## src/rtl/serial_adder_pkg.sv

```systemverilog
// Shared definitions for the bit-serial adder: FSM state encodings and
// default sizing.
package serial_adder_pkg;

  localparam int DEF_WIDTH = 16;
  localparam int DEF_CNT_W = 5;

  typedef enum logic [1:0] {
    IDLE = 2'd0,
    RUN  = 2'd1,
    DONE = 2'd2
  } state_t;

endpackage

```

## src/rtl/serial_adder_fa.sv

```systemverilog
// Single-bit full-adder cell; the only arithmetic in the serial adder datapath.
module serial_adder_fa (
  input  logic x,
  input  logic y,
  input  logic ci,
  output logic s,
  output logic co
);

  assign s  = x ^ y ^ ci;
  assign co = (x & y) | (ci & (x ^ y));

endmodule

```

## src/rtl/serial_adder.sv

```systemverilog
// Bit-serial WIDTH-bit adder, LSB first, one bit per clock through one full-adder cell.
// Define SERIAL_ADDER_SUB_EN to add a 'sub' port that turns the operation into a-b.
module serial_adder
  import serial_adder_pkg::*;
#(
  parameter int WIDTH = DEF_WIDTH,
  parameter int CNT_W = DEF_CNT_W
) (
  input  logic             clk,
  input  logic             rst,
  input  logic             start,
  input  logic [WIDTH-1:0] a,
  input  logic [WIDTH-1:0] b,
  input  logic             c_in,
`ifdef SERIAL_ADDER_SUB_EN
  input  logic             sub,
`endif
  output logic             busy,
  output logic             done,
  output logic [WIDTH-1:0] sum,
  output logic             c_out,
  output logic             ofl
);

  state_t state, state_nxt;

  logic [WIDTH-1:0] a_sr, b_sr, r_sr;
  logic [CNT_W-1:0] cnt;
  logic             cy;
  logic             fa_s, fa_co;
  logic             accept, last;
  logic [WIDTH-1:0] b_ld;
  logic             cy_ld;

  assign accept = start && (state == IDLE || state == DONE);
  assign last   = (state == RUN) && (cnt == CNT_W'(WIDTH - 1));
  assign busy   = (state == RUN);
  assign done   = (state == DONE);

`ifdef SERIAL_ADDER_SUB_EN
  // Subtraction as a + ~b + 1; c_out then reads as not-borrow.
  assign b_ld  = sub ? ~b : b;
  assign cy_ld = sub ? 1'b1 : c_in;
`else
  assign b_ld  = b;
  assign cy_ld = c_in;
`endif

  serial_adder_fa u_fa (
    .x  (a_sr[0]),
    .y  (b_sr[0]),
    .ci (cy),
    .s  (fa_s),
    .co (fa_co)
  );

  always_ff @(posedge clk) begin
    if (rst) state <= IDLE;
    else     state <= state_nxt;
  end

  always_comb begin
    state_nxt = state;
    case (state)
      IDLE:    if (start) state_nxt = RUN;
      RUN:     if (last)  state_nxt = DONE;
      DONE:    state_nxt = start ? RUN : IDLE;
      default: state_nxt = IDLE;
    endcase
  end

  always_ff @(posedge clk) begin
    if (rst) begin
      a_sr  <= '0;
      b_sr  <= '0;
      r_sr  <= '0;
      cy    <= 1'b0;
      cnt   <= '0;
      sum   <= '0;
      c_out <= 1'b0;
      ofl   <= 1'b0;
    end else if (accept) begin
      a_sr <= a;
      b_sr <= b_ld;
      r_sr <= '0;
      cy   <= cy_ld;
      cnt  <= '0;
    end else if (state == RUN) begin
      a_sr <= a_sr >> 1;
      b_sr <= b_sr >> 1;
      r_sr <= {fa_s, r_sr[WIDTH-1:1]};
      cy   <= fa_co;
      cnt  <= cnt + CNT_W'(1);
      // cy still holds the carry into the MSB on the final bit.
      if (last) begin
        sum   <= {fa_s, r_sr[WIDTH-1:1]};
        c_out <= fa_co;
        ofl   <= cy ^ fa_co;
      end
    end
  end

endmodule

```

## config.mk

```make
export PLATFORM = sky130hd
export DESIGN_NAME = serial_adder
export DESIGN_NICKNAME = d
export VERILOG_FILES = /design/src/rtl/serial_adder_pkg.sv /design/src/rtl/serial_adder_fa.sv /design/src/rtl/serial_adder.sv
export SDC_FILE = /design/constraint.sdc
export NUM_CORES = 1
export LEC_CHECK = 0
export CORE_UTILIZATION = 45
export DETAILED_ROUTE_END_ITERATION = 6
export PLACE_DENSITY = 0.78
export SYNTH_ARGS = -nofsm -noshare
export SYNTH_HDL_FRONTEND = slang
export SYNTH_HIERARCHICAL = 1
export SYNTH_SLANG_ARGS = --single-unit
```

## constraint.sdc

```tcl
create_clock -name clk -period 2.1 [get_ports clk]
set_input_delay 0.315 -clock clk [delete_from_list [all_inputs] [get_ports clk]]
set_output_delay 0.315 -clock clk [all_outputs]
set_load 0.05 [all_outputs]
```

* After elaboration in Yosys (flattened, before gate mapping)
Index checks and enable logic that the tools add are counted.
** Word-level totals
- Output and inout bits :: 20
- Flip-flop bits (word level) :: 74
** Operators by class
- $add $sub $neg :: 1
- Equality and inequality tests :: 5
- Bitwise logic cells :: 7
- Reduce and logical (&&, ||, !) cells :: 8
- Multiplexer cells :: 10
** Operators with widths (count)
- 16-bit two-way mux :: 4
- 2-bit one-hot mux with 3 select lines :: 1
- 5-bit by 1-bit adder with 5-bit output (second input constant) :: 1
- 5-bit by 4-bit == test with 1-bit output (second input constant) :: 1
- 2-bit two-way mux :: 2
- 1-bit two-way mux :: 3
- 3-bit AND reduction :: 1
- 1-bit XOR :: 3
- 1-bit bitwise AND :: 2
- 2-bit by 1-bit == test with 1-bit output (second input constant) :: 1
- 2-bit == test (second input constant) :: 1
- 1-bit logical AND :: 2
- 2-bit zero test :: 1
- 2-bit by 1-bit != test with 1-bit output (second input constant) :: 1
- 2-bit != test (second input constant) :: 1
- 2-bit AND reduction :: 1
- 2-bit nonzero test :: 1
- 2-bit OR reduction :: 1
- 1-bit logical OR :: 1
- 1-bit NOT :: 1
- 1-bit OR :: 1

* Longest topological paths before layout
Gate-level depths: netlist of the first run.
- Depth in word-level cells :: 5
- Mapped depth :: 8
- Gate-level depth less buffers :: 6

* Cells and area by module
The synthesis of the first run kept the hierarchy.
** By module, submodules not included
- serial_adder :: area an instance 2777.7 µm², cells an instance 338, sequential area each 1461.4 µm², times used 1
- serial_adder_fa :: area an instance 20.0 µm², cells an instance 1, sequential area each 0.0 µm², times used 1

* Worst setup path before layout of the first run
No wires, ideal clock.
- Kind :: register to register
- From :: register cnt[0]
- To :: register ofl
- Data arrival time :: 1505 ps
- Slack :: 510 ps
- Buffers on the path :: 2
- Data required time :: 2014 ps
- Cell stages (with the launch flop) :: 8
- Cells stage by stage :: dfxtp_1 > ha_1 > and3_1 > ha_1 > and3b_1 > buf_2 > buf_4 > a211oi_1
** On the way
- Longest elaborated chain between the ends :: 3
** RTL lines
- start, declared :: line serial_adder.sv:28 : logic [CNT_W-1:0] cnt;
- start signal, assigned :: line serial_adder.sv:93 : cnt <= cnt + CNT_W'(1);
- 5-bit by 4-bit == test with 1-bit output :: line serial_adder.sv:36 : assign last = (state == RUN) && (cnt == CNT_W'(WIDTH - 1));
- 1-bit logical AND :: line serial_adder.sv:36
- 3-bit AND reduction (no line)
- end signal, assigned :: line serial_adder.sv:98 : ofl <= cy ^ fa_co;
- end, declared :: line serial_adder.sv:22 : output logic ofl
Every way passes these cells.
A chain may end at the register's enable or synchronous reset.

* Worst setup path after layout of the first run
- From :: register state[0]
- To :: output port busy
** On the way
- Longest elaborated chain between the ends :: 1
** RTL lines
- start, declared :: line serial_adder.sv:25 : state_t state, state_nxt;
- start signal, assigned :: line serial_adder.sv:59 : else state <= state_nxt;
- 2-bit by 1-bit == test with 1-bit output :: line serial_adder.sv:37 : assign busy = (state == RUN);
- end, declared :: line serial_adder.sv:18 : output logic busy,
Every way passes these cells.

==> results by group, run 1 <==
Run status
  • Status: complete, no violations

Synthesis
  • Post-Syn Area per Cell: 8.25 um^2
  • Async set-reset flop share out of synthesis: 0%
  • Post-Synth XOR/XNOR Area: 0.939%
  • Synth Warn #: 6
  • Synth Register Bits: 73
  • Main synth FF type: dfxtp_1
  • Post-Synth Adder-Cell Area: 1.61%
  • Yosys cell types: 29
  • EDFF count, synth: 0
  • Synth Area in Simple Gates: 22.0%
  • Synthesized instance count: 339
  • Compound-Gate Fraction of Synth Area: 17.1%
  • Main combinational cell family by area after synthesis: simple AND/OR/NAND/NOR gates
  • Post-synthesis mux area share: 0.358%
  • Register area share after synthesis: 52.2%
  • Mapped cell area: 2800 um^2
  • Mapped Nets: 378

Min path
  • Hold Path Class: reg -> reg
  • Worst Hold Depth: 2

Setup path
  • Critical path class: reg -> out
  • Critical path's slowest cell: dfxtp_1
  • Worst path depth: 3
  • Worst EP arrival: 1.52 ns
  • Worst Path Required: 1.78 ns
  • Worst-path maximum fanout: 27
  • Critical-path cell list: nand2b_2 -> inv_2 -> buf_12
  • CP delay by family, top: buffers and inverters
  • Buffers plus inverters on the worst setup path: 2
  • Startpoint types: register
  • Crit path capture type: output port
  • Crit path largest cell delay: 0.45 ns
  • Reg2reg path depth: 7

STA
  • Final min period: 1.83 ns
  • Worst-case clock skew: 0.00821 ns
  • Setup TNS: 0 ns
  • Final setup fails: 0
  • Slew Viols, Final: 0
  • Final worst path period share: 87.2%
  • Relative max-transition margin: 63.7%
  • Hold Violations, Final: 0
  • Fmax: 0.546 GHz
  • RSZ-0062 raised after global routing: no
  • Slew @ Worst Pin: 0.544 ns
  • Post-route setup slack: 0.269 ns

Clocking
  • Post-CTS Setup Bufs: 0
  • CTS clk-pin slew, worst paths: 0.07 ns
  • Root Buffer: clkbuf_8
  • Post_cts resized: 0
  • H-tree lvl count: 3
  • CTS tree: done
  • Total clock sinks: 73
  • Maximum clock insertion buffer count: 2
  • CTS buffer count: 9
  • Hold-fix buffers at CTS: 0
  • Clk Latency, worst-skew pair: 0.34 ns

Routing
  • DRT iter0 DRCs: 147
  • Total wire length: 6280 um
  • Vias per inst: 5.25
  • Drt pass-1 iters: 4
  • DR DRC count: 0
  • Post-route ant nets: 0
  • Drt wl/cell: 13.4 um
  • Vias post-DR: 2454

Pwr
  • Total power: 3.03 mW
  • Cell Pwr Density: 834 nW/um^2
  • Leak: 1.28 nW
  • Peak supply drop: 0.585 mV

GRT
  • Vias in the first global route: 2291
  • Largest net degree at the start of global routing: 52
  • First-pass GRT wire length: 10400 um
  • Gr ovfl total: 0
  • Initial antenna violation count: 0
  • Tot GR Track Use: 20.9%

Floorplanning
  • Io pins: 56
  • Die Footprint: 6540 um^2
  • Row cnt: 28
  • Die width: 80.9 um
  • Core area: 5960 um^2
  • Initial core utilization: 47.0%
  • Die span in y: 80.9 um

Final layout
  • Antenna diode instance count: 0
  • Util after Layout: 61.1%
  • Final #Nets: 426
  • Layout cells sized above 1: 8.16%
  • Final Cell Area: 3640 um^2
  • Synth-to-layout area growth: 30.1%

Placed design
  • GPL Wtd Cong: 0.725
  • DP Worst Slack: 0.297 ns
  • Port Buf Inserts: 55
  • Dpl cell area: 3420 um^2
  • Post-DP HPWL: 4070 um

Run
  • Max Cap Violations: 0
==> worst reg2reg max path, delay by kind of cell, from the launching register on <==
family,cells,cell delay (ns)
simple gates,3,0.57
flops,1,0.37
buf+inv,1,0.24
compound gates,1,0.14
fa+ha+maj,2,0.38
==> power breakdown <==
part           switching (mW)  leakage [nW]  internal, mW
clock                   0.504         0.113         0.700
sequential             0.0380         0.596          1.45
combinational           0.180         0.567         0.163
==> kinds of logic (layout without fill, tap and decap cells) <==
kind of cell               Yosys count  after routing
and+or+nand+nor                    143            143
AOI/OAI and AO/OA                   84             84
DFF                                 73             73
buffers and inverters               32             85
adders and majority gates            3              3
xor gates and xnor gates             3              3
muxes                                1              1
==> final cells by class <==
type                    instances  area (um^2)
fillers                       540         2320
clock inverters                 5         78.8
inverters                       3         11.3
multi-input cells             234         1180
well taps                      75         93.8
flip-flops and latches         73         1460
clock buffers                  11          141
repair buffers                 66          671
==> layer usage <==
| metal | global-route usage [%] | up-vias | routed length [um] |
|---|---|---|---|
| met5 | 0 | - | 0 |
| met4 | 8.57 | 0 | 78 |
| met3 | 4.94 | 8 | 257 |
| met2 | 35.0 | 60 | 3070 |
| met1 | 25.7 | 1124 | 2870 |
| li1 | - | 1262 | - |
==> Yosys cell counts (5+ instances only) <==
| cell | instances | area (um^2) |
|---|---|---|
| a31oi_1 | 9 | 56.3 |
| nor3_1 | 35 | 175 |
| buf_2 | 17 | 85.1 |
| a22oi_1 | 5 | 37.5 |
| a21oi_1 | 40 | 200 |
| nand2_1 | 86 | 323 |
| nor2_1 | 6 | 22.5 |
| clkbuf_1 | 7 | 26.3 |
| dfxtp_1 | 73 | 1460 |
| nand3_1 | 7 | 35.0 |
| o21ai_1 | 10 | 50.1 |
| buf_4 | 5 | 37.5 |
| o22ai_1 | 17 | 106 |
==> cell usage in the layout, fill, tap and decap left out, drive strengths merged, types with 6 or more instances in the layout <==
cell           netlist  layout
nand2               86      86
dfxtp               73      73
clkdlybuf4s50        0      53
a21oi               40      40
nor3                35      35
o22ai               17      17
buf                 22      12
clkbuf               7      11
o21ai               10      10
a31oi                9       9
nand3                7       7
nor2                 6       6
==> through the flow <==
stage / hold WS (ns) / instances
after global placement: 0.443 / 451
final: 0.455 / 467
after global routing: 0.485 / 467
after floorplan: 0.432 / 339
after detailed placement: 0.450 / 451
after CTS: 0.462 / 467
==> worst paths after layout <==
check        startpoint      to  slack, ns
min reg2reg     r_sr[1]  sum[0]       0.45
max            state[0]    busy       0.27
max reg2reg      cnt[0]  sum[7]       0.32
min             r_sr[1]  sum[0]       0.45
==> flip-flops by register name, summed over array words and instances (netlist names) <==
signal	flops
state	2
c_out	1
cnt	5
r_sr	15
b_sr	16
sum	16
ofl	1
cy	1
a_sr	16
(Power assumes the default switching activity.)
==> inputs of run 2 (changes only) <==
==> constraint.sdc (replaced) <==
create_clock -name clk -period 2.2 [get_ports clk]
set_input_delay 0.33 -clock clk [delete_from_list [all_inputs] [get_ports clk]]
set_output_delay 0.33 -clock clk [all_outputs]
set_load 0.05 [all_outputs]
==> results by group, run 2 (synthesis gave the netlist of run 1 again) <==
Run status
  • Status: complete, no violations (unchanged)

STA
  • Final setup fails: 0 (unchanged)
  • Slew @ Worst Pin: 0.599 ns (was 0.544 ns)
  • Worst-case clock skew: 0.00689 ns (was 0.00821 ns)
  • Setup TNS: 0 ns (unchanged)
  • Hold Violations, Final: 0 (unchanged)
  • Fmax: 0.488 GHz
  • Final worst path period share: 93.2%
  • Relative max-transition margin: 60.0% (was 63.7%)
  • Final min period: 2.05 ns
  • RSZ-0062 raised after global routing: no (unchanged)
  • Slew Viols, Final: 0 (unchanged)

Pwr
  • Combinational share of power: 11.1% (was 11.3%)
  • Clock share of power: 40.2% (was 39.7%)
  • Sw frac: 25.1% (was 23.8%)
  • NetSw: 0.733 mW (was 0.722 mW)
  • Cell Pwr Density: 803 nW/um^2 (was 834 nW/um^2)
  • Total power: 2.92 mW (was 3.03 mW)
  • Sequential power share: 48.7% (was 49.0%)
  • Peak supply drop: 0.449 mV (was 0.585 mV)
  • Internal power: 2.18 mW (was 2.31 mW)
  • Leak: 1.25 nW (was 1.28 nW)

GRT
  • Vias in the first global route: 2292 (was 2291)
  • First-pass GRT wire length: 10200 um (was 10400 um)
  • Largest net degree at the start of global routing: 52 (unchanged)
  • Initial antenna violation count: 0 (unchanged)
  • Tot GR Track Use: 20.4% (was 20.9%)
  • Gr ovfl total: 0 (unchanged)

Setup path
  • Worst EP arrival: 1.72 ns (was 1.52 ns)
  • Critical-path cell list: nor2b_1 -> clkdlybuf4s50_1 (was nand2b_2 -> inv_2 -> buf_12)
  • R2R Path End: ofl (was sum[7])
  • Crit path capture type: output port (unchanged)
  • Crit path launch: state[1] (was state[0])
  • Critical path class: reg -> out (unchanged)
  • Reg-to-reg slack, setup: 0.44 ns (was 0.32 ns)
  • Worst Path Required: 1.87 ns (was 1.78 ns)
  • Crit path to: done (was busy)
  • Worst-path maximum fanout: 5 (was 27)
  • Reg2reg path depth: 7 (unchanged)
  • Worst r2r src: cnt[0] (unchanged)
  • Critical path's slowest cell: clkdlybuf4s50_1 (was dfxtp_1)
  • Crit path largest cell delay: 0.82 ns (was 0.45 ns)
  • Startpoint types: register (unchanged)

Clocking
  • Post_cts resized: 0 (unchanged)
  • Post-CTS Setup Bufs: 0 (unchanged)
  • Root Buffer: clkbuf_8 (unchanged)
  • CTS tree: done (unchanged)
  • Clk Latency, worst-skew pair: 0.35 ns (was 0.34 ns)
  • Maximum clock insertion buffer count: 2 (unchanged)
  • Total clock sinks: 73 (unchanged)
  • CTS clk-pin slew, worst paths: 0.08 ns (was 0.07 ns)
  • Hold-fix buffers at CTS: 0 (unchanged)
  • H-tree lvl count: 3 (unchanged)
  • CTS buffer count: 9 (unchanged)

Run
  • Max Cap Violations: 0 (unchanged)

Floorplanning
  • Core area: 5960 um^2 (unchanged)
  • Die Footprint: 6540 um^2 (unchanged)
  • Io pins: 56 (unchanged)
  • Die width: 80.9 um (unchanged)
  • Die span in y: 80.9 um (unchanged)
  • Row cnt: 28 (unchanged)
  • Initial core utilization: 47.0% (unchanged)

Final layout
  • Most frequent cells in the layout: nand2_1 (86), dfxtp_1 (73), clkdlybuf4s50_1 (54) (was nand2_1 (86), dfxtp_1 (73), clkdlybuf4s50_1 (53))
  • Largest regs: a_sr: 16 flops, b_sr: 16 flops, sum: 16 flops (unchanged)
  • Final #Nets: 428 (was 426)
  • Synth-to-layout area growth: 29.8% (was 30.1%)
  • Multi-input logic area: 1180 um^2 (unchanged)
  • Final std cells w/o fill: 469 (was 467)
  • # fillers: 520 (was 540)
  • Most common cell after layout, fill and taps aside: nand2_1 (unchanged)
  • Reg area: 1460 um^2 (unchanged)
  • Layout cells sized above 1: 8.88% (was 8.16%)
  • Antenna diode instance count: 0 (unchanged)

Min path
  • Hold Path Class: reg -> reg (unchanged)

Placed design
  • Port Buf Inserts: 55 (unchanged)
  • Post-DP HPWL: 3970 um (was 4070 um)
  • GPL Wtd Cong: 0.715 (was 0.725)
  • # placed instances: 453 (was 451)

Routing
  • Drt pass-1 iters: 4 (unchanged)
  • Post-route ant nets: 0 (unchanged)
  • Drt wl/cell: 12.9 um (was 13.4 um)
  • Vias post-DR: 2471 (was 2454)
  • DRT iter0 DRCs: 131 (was 147)
  • DR DRC count: 0 (unchanged)
  • Vias per inst: 5.27 (was 5.25)
  • Total wire length: 6070 um (was 6280 um)
run 2: cell count changes in the layout (fill, tap and decap cells not counted), sizes merged:
| cell | previous run | this run |
|---|---|---|
| clkbuf | 11 | 9 |
| clkdlybuf4s50 | 53 | 54 |
| buf | 12 | 14 |
| clkinvlp | 0 | 2 |
| inv | 3 | 5 |
| clkinv | 3 | 1 |
| dlymetal6s2s | 1 | 0 |
run 2: final cells by class:
cell class                      instances  area share [%]
Inverter                                3           0.310
Multi-Input combinational cell        234            32.5
Sequential cell                        73            40.2
Clock buffer                            9            3.41
Clock inverter                          7            2.79
Timing Repair Buffer                   68            18.1
Tap cell                               75            2.58
run 2: metrics by stage:
step                      setup slack (ns)  hold WS, ns  area [um^2]  util (%)
after floorplan                      0.610        0.432         2800         -
after global placement               0.455        0.444         3410      57.2
after detailed placement             0.420        0.445         3410      57.2
after CTS                            0.135        0.456         3630      61.0
after global routing                0.0739        0.475         3630      61.0
final                                0.151        0.455         3630      61.0
run 2: worst min path at each step:
stage	cells past startpoint	from	slack (ns)	end
detailed placement	2	r_sr[1]	0.44	sum[0]
CTS	2	r_sr[1]	0.46	sum[0]
global placement	2	r_sr[1]	0.44	r_sr[1]
global route	2	sum[9]	0.48	sum[9]
floorplan	2	r_sr[1]	0.43	sum[0]
finish	2	r_sr[1]	0.46	sum[0]
run 2: metal layers:
| layer | wire length, um | part of all wire [%] | vias up | GRT usage (%) |
|---|---|---|---|---|
| met5 | 0 | 0 | - | 0 |
| li1 | - | - | 1260 | - |
| met3 | 306 | 5.0 | 9 | 5.28 |
| met2 | 2870 | 47 | 61 | 32.0 |
| met4 | 116 | 1.9 | 0 | 7.86 |
| met1 | 2780 | 46 | 1141 | 26.7 |
run 2: critical path: cells and delay by family (launching register included):
kind,cells,cell delay [ns]
and+or+nand+nor,1,0.17
DFF,1,0.38
buffers and inverters,1,0.82
run 2: power groups by stage:
stage	Combinational, mW	Sequential (mW)	Clock, mW
floorplan	0.212	1.44	0
global placement	0.316	1.45	0
detailed placement	0.323	1.45	0
CTS	0.325	1.42	1.19
global route	0.359	1.43	1.24
finish	0.324	1.42	1.17
